`src/rtl/serial_subtractor.sv`:
```
// Bit-serial two's-complement subtractor (diff = a - b), LSB first, one full-subtractor cell per clock.
// Optional signed-overflow flag enabled by defining SERIAL_SUB_OVF_EN; otherwise ovf is tied to 0.
module serial_subtractor #(
  parameter int W = 8
) (
  input  logic         clk,
  input  logic         rst_n,
  input  logic         start,
  input  logic [W-1:0] a,
  input  logic [W-1:0] b,
  output logic         busy,
  output logic         done,
  output logic [W-1:0] diff,
  output logic         bout,
  output logic         ovf
);

  localparam int CW = (W > 1) ? $clog2(W) : 1;
  localparam logic [CW-1:0] CNT_LAST = CW'(W - 1);

  typedef enum logic [1:0] {
    IDLE = 2'd0,
    RUN  = 2'd1,
    DONE = 2'd2
  } state_t;

  state_t        state_q;
  logic [W-1:0]  sa_q, sb_q, sd_q;
  logic          br_q;
  logic [CW-1:0] cnt_q;
  logic          busy_q, done_q, bout_q;
  logic [W-1:0]  diff_q;

  logic          d_bit;
  logic          br_d;
  logic [W-1:0]  sd_d;
  logic          unused_sd0;

  // Full-subtractor cell: difference and borrow-out for the current bit pair.
  always_comb begin
    d_bit = sa_q[0] ^ sb_q[0] ^ br_q;
    br_d  = (~sa_q[0] & sb_q[0]) | (~(sa_q[0] ^ sb_q[0]) & br_q);
    sd_d  = {d_bit, sd_q[W-1:1]};
  end

  // The oldest result bit falls off the shifter; it already lives in diff_q by then.
  assign unused_sd0 = sd_q[0];

`ifdef SERIAL_SUB_OVF_EN
  logic a_msb_q, b_msb_q, ovf_q;
`endif

  always_ff @(posedge clk or negedge rst_n) begin
    if (!rst_n) begin
      state_q <= IDLE;
      sa_q    <= '0;
      sb_q    <= '0;
      sd_q    <= '0;
      br_q    <= 1'b0;
      cnt_q   <= '0;
      busy_q  <= 1'b0;
      done_q  <= 1'b0;
      diff_q  <= '0;
      bout_q  <= 1'b0;
`ifdef SERIAL_SUB_OVF_EN
      a_msb_q <= 1'b0;
      b_msb_q <= 1'b0;
      ovf_q   <= 1'b0;
`endif
    end else begin
      done_q <= 1'b0;
      case (state_q)
        IDLE, DONE: begin
          if (start) begin
            sa_q    <= a;
            sb_q    <= b;
            br_q    <= 1'b0;
            cnt_q   <= '0;
            busy_q  <= 1'b1;
            state_q <= RUN;
`ifdef SERIAL_SUB_OVF_EN
            a_msb_q <= a[W-1];
            b_msb_q <= b[W-1];
`endif
          end else begin
            busy_q  <= 1'b0;
            state_q <= IDLE;
          end
        end
        RUN: begin
          br_q  <= br_d;
          sd_q  <= sd_d;
          sa_q  <= sa_q >> 1;
          sb_q  <= sb_q >> 1;
          cnt_q <= cnt_q + CW'(1);
          // Last bit: publish the assembled result together with the done pulse.
          if (cnt_q == CNT_LAST) begin
            diff_q  <= sd_d;
            bout_q  <= br_d;
            busy_q  <= 1'b0;
            done_q  <= 1'b1;
            state_q <= DONE;
`ifdef SERIAL_SUB_OVF_EN
            ovf_q   <= (a_msb_q != b_msb_q) && (d_bit != a_msb_q);
`endif
          end
        end
        default: begin
          busy_q  <= 1'b0;
          state_q <= IDLE;
        end
      endcase
    end
  end

  assign busy = busy_q;
  assign done = done_q;
  assign diff = diff_q;
  assign bout = bout_q;
`ifdef SERIAL_SUB_OVF_EN
  assign ovf  = ovf_q;
`else
  assign ovf  = 1'b0;
`endif

endmodule

```
`config.mk`:
```
export PLATFORM = sky130hd
export DESIGN_NAME = serial_subtractor
export DESIGN_NICKNAME = d
export VERILOG_FILES = /design/src/rtl/serial_subtractor.sv
export SDC_FILE = /design/constraint.sdc
export NUM_CORES = 1
export LEC_CHECK = 0
export ABC_AREA = 1
export BUFFER_PORTS_ARGS = -buffer_cell sky130_fd_sc_hd__buf_2
export CAP_MARGIN = 20
export CORE_MARGIN = 2
export CORE_UTILIZATION = 45
export CTS_BUF_LIST = sky130_fd_sc_hd__clkbuf_16
export DETAILED_ROUTE_END_ITERATION = 8
export PLACE_DENSITY = 0.66
export SETUP_SLACK_MARGIN = 0.5
export SLEW_MARGIN = 20
export SYNTH_ARGS = -nofsm -noshare
export SYNTH_HDL_FRONTEND = slang
export SYNTH_SLANG_ARGS = --single-unit
```
`constraint.sdc`:
```
create_clock -name clk -period 2.32 [get_ports clk]
set_input_delay 0.232 -clock clk [delete_from_list [all_inputs] [get_ports clk]]
set_output_delay 0.232 -clock clk [all_outputs]
set_load 0.01 [all_outputs]
```
==> metrics.md, run 1 <==
| Metric | Value |
|---|---|
| Max IR drop VDD | about 0.7 mV |
| Critical path arrival | 1700 ps |
| Reg clk slew, reported paths | 60 ps |
| Sequential cell area | 1001 um2 |
| Vias in the first global route | 1311 |
| Worst hold path class | input port to async pin |
| Max_slew headroom | 43.05% |
| DR WL/cell | 11.10 um |
| Setup crit end kind | register |
| Cell leakage power | 1.263 nW |
| Post-detail-place hpwl | 2.205 mm |
| Clock sinks | 40 |
| Final nets | 272 |
| Syn_nets | ~250 |
| Ant diodes | 0 |
| Area Growth Syn to Fin | 16.09% |
| Cell area after synthesis | roughly 1900 um2 |
| Post-CTS Resized | 0 |
| Worst slew pin tran | 854.3 ps |
| Fin. max-slew vios | 0 |
| Area leader, netlist | dfrtp_1 |
| CTS Buf Count | 5 |
| Critical path startpoint category | register |
| Max incr delay on CP | approximately 410 ps |
| Detailed Route WL | 3.340 mm |
| Cts hold-fix bufs | 0 |
| GRT Util Overall | 17.16% |
| Final Hold Fails | 0 |
| CP cell instances | inv_2, nand2_4, nand2_4, inv_4, nand2_1, nand2_1 |
| Site row count | 23 |
| Clock root cell | clkbuf_16 |
| Critical Path RT | 2490 ps |
| #FFs+latches synth | 40 |
| Outcome | complete, no violations |
| DR vias | 1345 |
| Initial core utilization | 47.08% |
| Achievable Freq | 653.9 MHz |
| Final core occ | 54.66% |
| Max-cap viol count | 0 |
| Die Wd | about 70 um |
| Multi-input gate area | 651.9 um2 |
| Synth warn | 0 |
| Setup TNS | 0 ps |
| PD cells | 1485 nW/um2 |
| Clock buffer depth | 2 |
| Synth area leaders | dfrtp_1 (53%), nand2_1 (14%), inv_1 (7.9%) |
| Initial antenna violation count | 0 |
| # placed instances | 293 |
| Register area share after synthesis | 52.77% |
| Fillers | 389 |
| Final period util | 65.92% |
| Setup Fix Bufs, Post-CTS | 0 |
| Post-synth EDFFs | 0 |
| First-pass DRT Iterations | 4 |
| Most frequent cells after synthesis | nand2_1 (70), dfrtp_1 (40), inv_1 (40) |
| RSZ-0062 raised after global routing | false |
| Top_reg_cell synth | dfrtp_1 |
| Via/cell ratio | 4.468 |
| Clock Skew | 4.852 ps |
| Core area | 4029 um2 |
| Port bufs | 29 |
| Residual DRC count | 0 |
| Crit Path Class | register to register |
| Hold_ws | 61.07 ps |
| DP Worst Slack | 806.3 ps |
| Mapped Avg Cell Area | 8.506 um2 |
| Critical-path top delay cell | dfrtp_1 |
| DIE HEIGHT | 68.93 um |
| Synth top area share | 52.77% |
| R2r worst-path depth | 6 |
| Cells after synthesis | 223 |
| I/O pins | 31 |
| H-Tree Depth | 2 |
| Fin cells | 301 |
| DR iter-0 viols | between 70 and 80 |
| Largest net degree at the start of global routing | 41 |
| FF-to-FF End | sa_q[5] |
| Die ar. | 4751 um2 |
| Total gr overflow | 0 |
| First-pass GRT wire length | just under 6 mm |
| Gpl congestion | 0.7845 |
| Latest clock arrival within the worst-skew pair | between 200 and 300 ps |
| Setup slack, reg-to-reg | a little under 800 ps |
| Post-synth cell types | 19 |
| Worst R2R Start | state_q[1] |
| Share of layout cells above drive strength 1 | 21.51% |
| Most numerous cell in the Yosys netlist | nand2_1 |
| Post-synth ARST share | 100.0% |
| Setup violators final | 0 |
| CP max FO | 32 |
| Final ANT Viol Nets | 0 |
| CTS tree | built |
| Tmin final | 1529 ps |
| Setup slack after layout | 790.7 ps |
==> critical path: cells and delay by family (launching register included) <==
kind	cells	cell delay, ps
and+or+nand+nor	4	640
DFF	1	410
buffers and inverters	2	350
==> cells in the final DEF (no fill, tap or decap) <==
| master | n |
|---|---|
| a21oi_1 | 1 |
| buf_2 | 29 |
| buf_4 | 1 |
| bufinv_16 | 1 |
| clkbuf_16 | 5 |
| clkinv_1 | 1 |
| clkinv_4 | 1 |
| conb_1 | 1 |
| dfrtp_1 | 40 |
| fa_1 | 1 |
| ha_1 | 2 |
| inv_1 | 40 |
| inv_2 | 1 |
| inv_4 | 2 |
| nand2_1 | 70 |
| nand2_4 | 4 |
| nand3_1 | 28 |
| nor2_1 | 2 |
| nor2_4 | 1 |
| o21ai_0 | 11 |
| o21ai_2 | 8 |
| or2_2 | 1 |
==> kinds of logic after synthesis <==
kind of cell	Yosys count	synth area share, %
DFF	40	52.77
and+or+nand+nor	106	24.93
AOI/OAI and AO/OA	20	6.860
adders and majority gates	3	2.375
other	1	0.1977
buffers and inverters	53	12.86
==> report_power, final <==
part / switching, mW / total (mW) / internal (mW)
Sequential: 0.171 / 1.20 / 1.03
Combinational: 0.820 / 1.30 / 0.476
Clock: 0.267 / 0.771 / 0.505
==> state kept, by name (all words and copies together), names as in the netlist, 2 cells and up <==
name / cells
state_q: 2
sd_q: 7
sb_q: 8
diff: 8
sa_q: 8
cnt_q: 3
==> cell type report <==
class | instances | area share [%]
Clock buffer | 5 | 5.682
Clock inverter | 3 | 1.932
Inverter | 43 | 7.557
Multi-Input combinational cell | 130 | 29.60
Sequential cell | 40 | 45.45
Tap cell | 50 | 2.841
Timing Repair Buffer | 30 | 6.932
==> how the worst max path moves through the flow <==
stage / startpoint / endpoint / slack, ps / cells after the start
5_1_grt: state_q[1] / sa_q[4] / 660 / 6
2_1_floorplan: sa_q[0] / br_q / 1070 / 3
6_report: state_q[1] / sa_q[5] / 790 / 6
4_1_cts: state_q[1] / sa_q[5] / 790 / 6
3_5_place_dp: state_q[1] / sa_q[5] / 810 / 6
3_3_place_gp: state_q[1] / sb_q[2] / 830 / 6
==> layer usage <==
metal / up-vias / track usage (%) / share of wire, %
met5: - / 0 / 0
met4: 0 / 8.824 / 2.5
met3: 7 / 5.357 / 4.0
met2: 21 / 24.52 / 43
met1: 593 / 23.38 / 50
li1: 724 / - / -
==> stage by stage <==
step / area, um2 / power, mW
after floorplan: 1897 / 2.263
after global placement: 2034 / 2.491
after detailed placement: 2034 / 2.518
final: 2202 / 3.270
after CTS: 2202 / 3.317
after global routing: 2202 / 3.604
Power figures use the tool's default switching activity.
==> inputs of run 2 (changes only) <==
--- a/config.mk
+++ b/config.mk
@@ -12,7 +12,7 @@
 export CORE_UTILIZATION = 45
 export CTS_BUF_LIST = sky130_fd_sc_hd__clkbuf_16
 export DETAILED_ROUTE_END_ITERATION = 8
-export PLACE_DENSITY = 0.66
+export PLACE_DENSITY = 0.68
 export SETUP_SLACK_MARGIN = 0.5
 export SLEW_MARGIN = 20
 export SYNTH_ARGS = -nofsm -noshare
==> constraint.sdc (replaced) <==
create_clock -name clk -period 1.4 [get_ports clk]
set_input_delay 0.14 -clock clk [delete_from_list [all_inputs] [get_ports clk]]
set_output_delay 0.14 -clock clk [all_outputs]
set_load 0.01 [all_outputs]
==> run 2 against run 1 <==
Die area unchanged. Clock power rose by 44%. Final area up 34%. Cell count rose by 13%. Flip-flop and latch count unchanged. Wire length up 59%. Highest routed layer unchanged. Global-route usage is 5.5 points higher.
==> metrics.md, run 2 (synthesized netlist as in run 1, its figures left out) <==
| Metric | Value |
|---|---|
| Tmin final | approximately 1300 ps |
| H-Tree Depth | 2 |
| Initial core utilization | approximately 47% |
| Largest net degree at the start of global routing | 41 |
| Clock sinks | 40 |
| Critical Path RT | 1630 ps |
| I/O pins | 31 |
| Hold_ws | ~73 ps |
| Share of layout cells above drive strength 1 | about 54% |
| Critical path startpoint category | register |
| Outcome | complete, no violations |
| CTS tree | built |
| CP max FO | 5 |
| DR vias | ~1.7k |
| Setup crit end kind | register |
| Port bufs | 29 |
| Max IR drop VDD | between 1.5 and 2 mV |
| RSZ-0062 raised after global routing | true |
| Total gr overflow | 0 |
| First-pass GRT wire length | 7.493 mm |
| Gpl congestion | 0.7481 |
| Final core occ | approximately three quarters |
| Most frequent cells in the layout | nand2_1 (42), dfrtp_1 (39), inv_1 (35), buf_2 (28), nand2_2 (20) |
| Post-detail-place hpwl | 2.302 mm |
| Detailed Route WL | 5.308 mm |
| GRT Util Overall | a little under a quarter |
| Setup violators final | 0 |
| Multi-input gate area | 1003 um2 |
| Residual DRC count | 0 |
| Final nets | about 310 |
| Critical path arrival | 1490 ps |
| DIE HEIGHT | 68.93 um |
| Final ANT Viol Nets | 0 |
| Final Hold Fails | 0 |
| Reg clk slew, reported paths | ~60 ps |
| CTS Buf Count | 5 |
| Latest clock arrival within the worst-skew pair | 290 ps |
| Setup TNS | 0 ps |
| Final period util | around 90% |
| Clock root cell | clkbuf_16 |
| Crit Path Class | register to register |
| First-pass DRT Iterations | 4 |
| DR WL/cell | approximately 16 um |
| Ant diodes | 0 |
| Die Wd | 68.93 um |
| Core area | 4029 um2 |
| Max-cap viol count | 0 |
| Via/cell ratio | between 5 and 6 |
| Worst hold path class | input port to register |
| Die ar. | 4751 um2 |
| Clock buffer depth | 2 |
| Vias in the first global route | 1556 |
| PD cells | 2644 nW/um2 |
| Most common cell after layout, fill and taps aside | nand2_1 |
| Fin cells | 340 |
| Site row count | 23 |
| Fillers | 249 |
| # placed instances | 299 |
| Clock Skew | 4.200 ps |
| Sequential cell area | 1002 um2 |
| Fin. max-slew vios | 0 |
| Final total power | about 7.8 mW |
| Achievable Freq | 792.7 MHz |
| Initial antenna violation count | 0 |
| Area Growth Syn to Fin | 55.28% |
| DR iter-0 viols | approximately 120 |
| Cell leakage power | 1.591 nW |
[run 2: per-stage QoR]
step / instance area, um2 / worst slack [ps]
after floorplan: 1949 / 271.5
after global placement: 2107 / 162.8
after detailed placement: 2107 / 102.0
after CTS: 2738 / 213.8
after global routing: 2945 / 109.5
final: 2945 / 138.5
[run 2: final timing paths]
check                      cells after the start  slack [ps]          to  startpoint
setup / recovery                               7         140        busy  state_q[1]
hold / removal                                 3          70     sa_q[7]        a[7]
setup reg to reg                               7         140        busy  state_q[1]
hold reg to reg                                2         470     sa_q[6]     sa_q[6]
max in group asynchronous                      3         710  state_q[0]       rst_n
min in group asynchronous                      3         390     diff[5]       rst_n
[run 2: layout make-up]
type                            instances  share of cell area [%]
Multi-Input combinational cell        133                   34.07
Sequential cell                        40                   34.03
Timing Repair Buffer                   65                   18.61
Inverter                               43                   6.075
Clock buffer                            5                   4.248
Tap cell                               50                   2.124
Clock inverter                          3                  0.4673
Timing Repair inverter                  1                  0.3823
[run 2: worst max-delay path, cell delays in order, from the launching register on]
cell and delay, ps:
dfrtp_1 430, inv_2 140, nand2_8 100, buf_12 140, buf_16 140, nor2_2 130, nand2_1 80, nand2_1 60
[run 2: what timing repair did]
| item | in CTS | in global routing |
|---|---|---|
| endpoints found under the hold margin | 40 | 0 |
| gates resized for setup | 53 | 44 |
| setup buffers | 23 | 4 |
| hold buffers | 1 | 0 |
| cloned | 5 | 0 |
| endpoints found under the setup margin | 51 | 91 |
| pin swaps | 25 | 13 |
[run 2: where the power goes]
part / internal, mW / switching [mW]
Sequential: 1.71 / 0.369
Clock: 0.647 / 0.461
Combinational: 2.15 / 2.45
Total: 4.51 / 3.28
[run 2: metal layers]
metal | vias to the layer above | global-route usage (%) | share of wire, %
li1 | 814 | - | -
met4 | 0 | 9.314 | 1.8
met3 | 10 | 6.006 | 4.7
met2 | 52 | 36.90 | 51
met5 | - | 0 | 0
met1 | 836 | 28.48 | 42
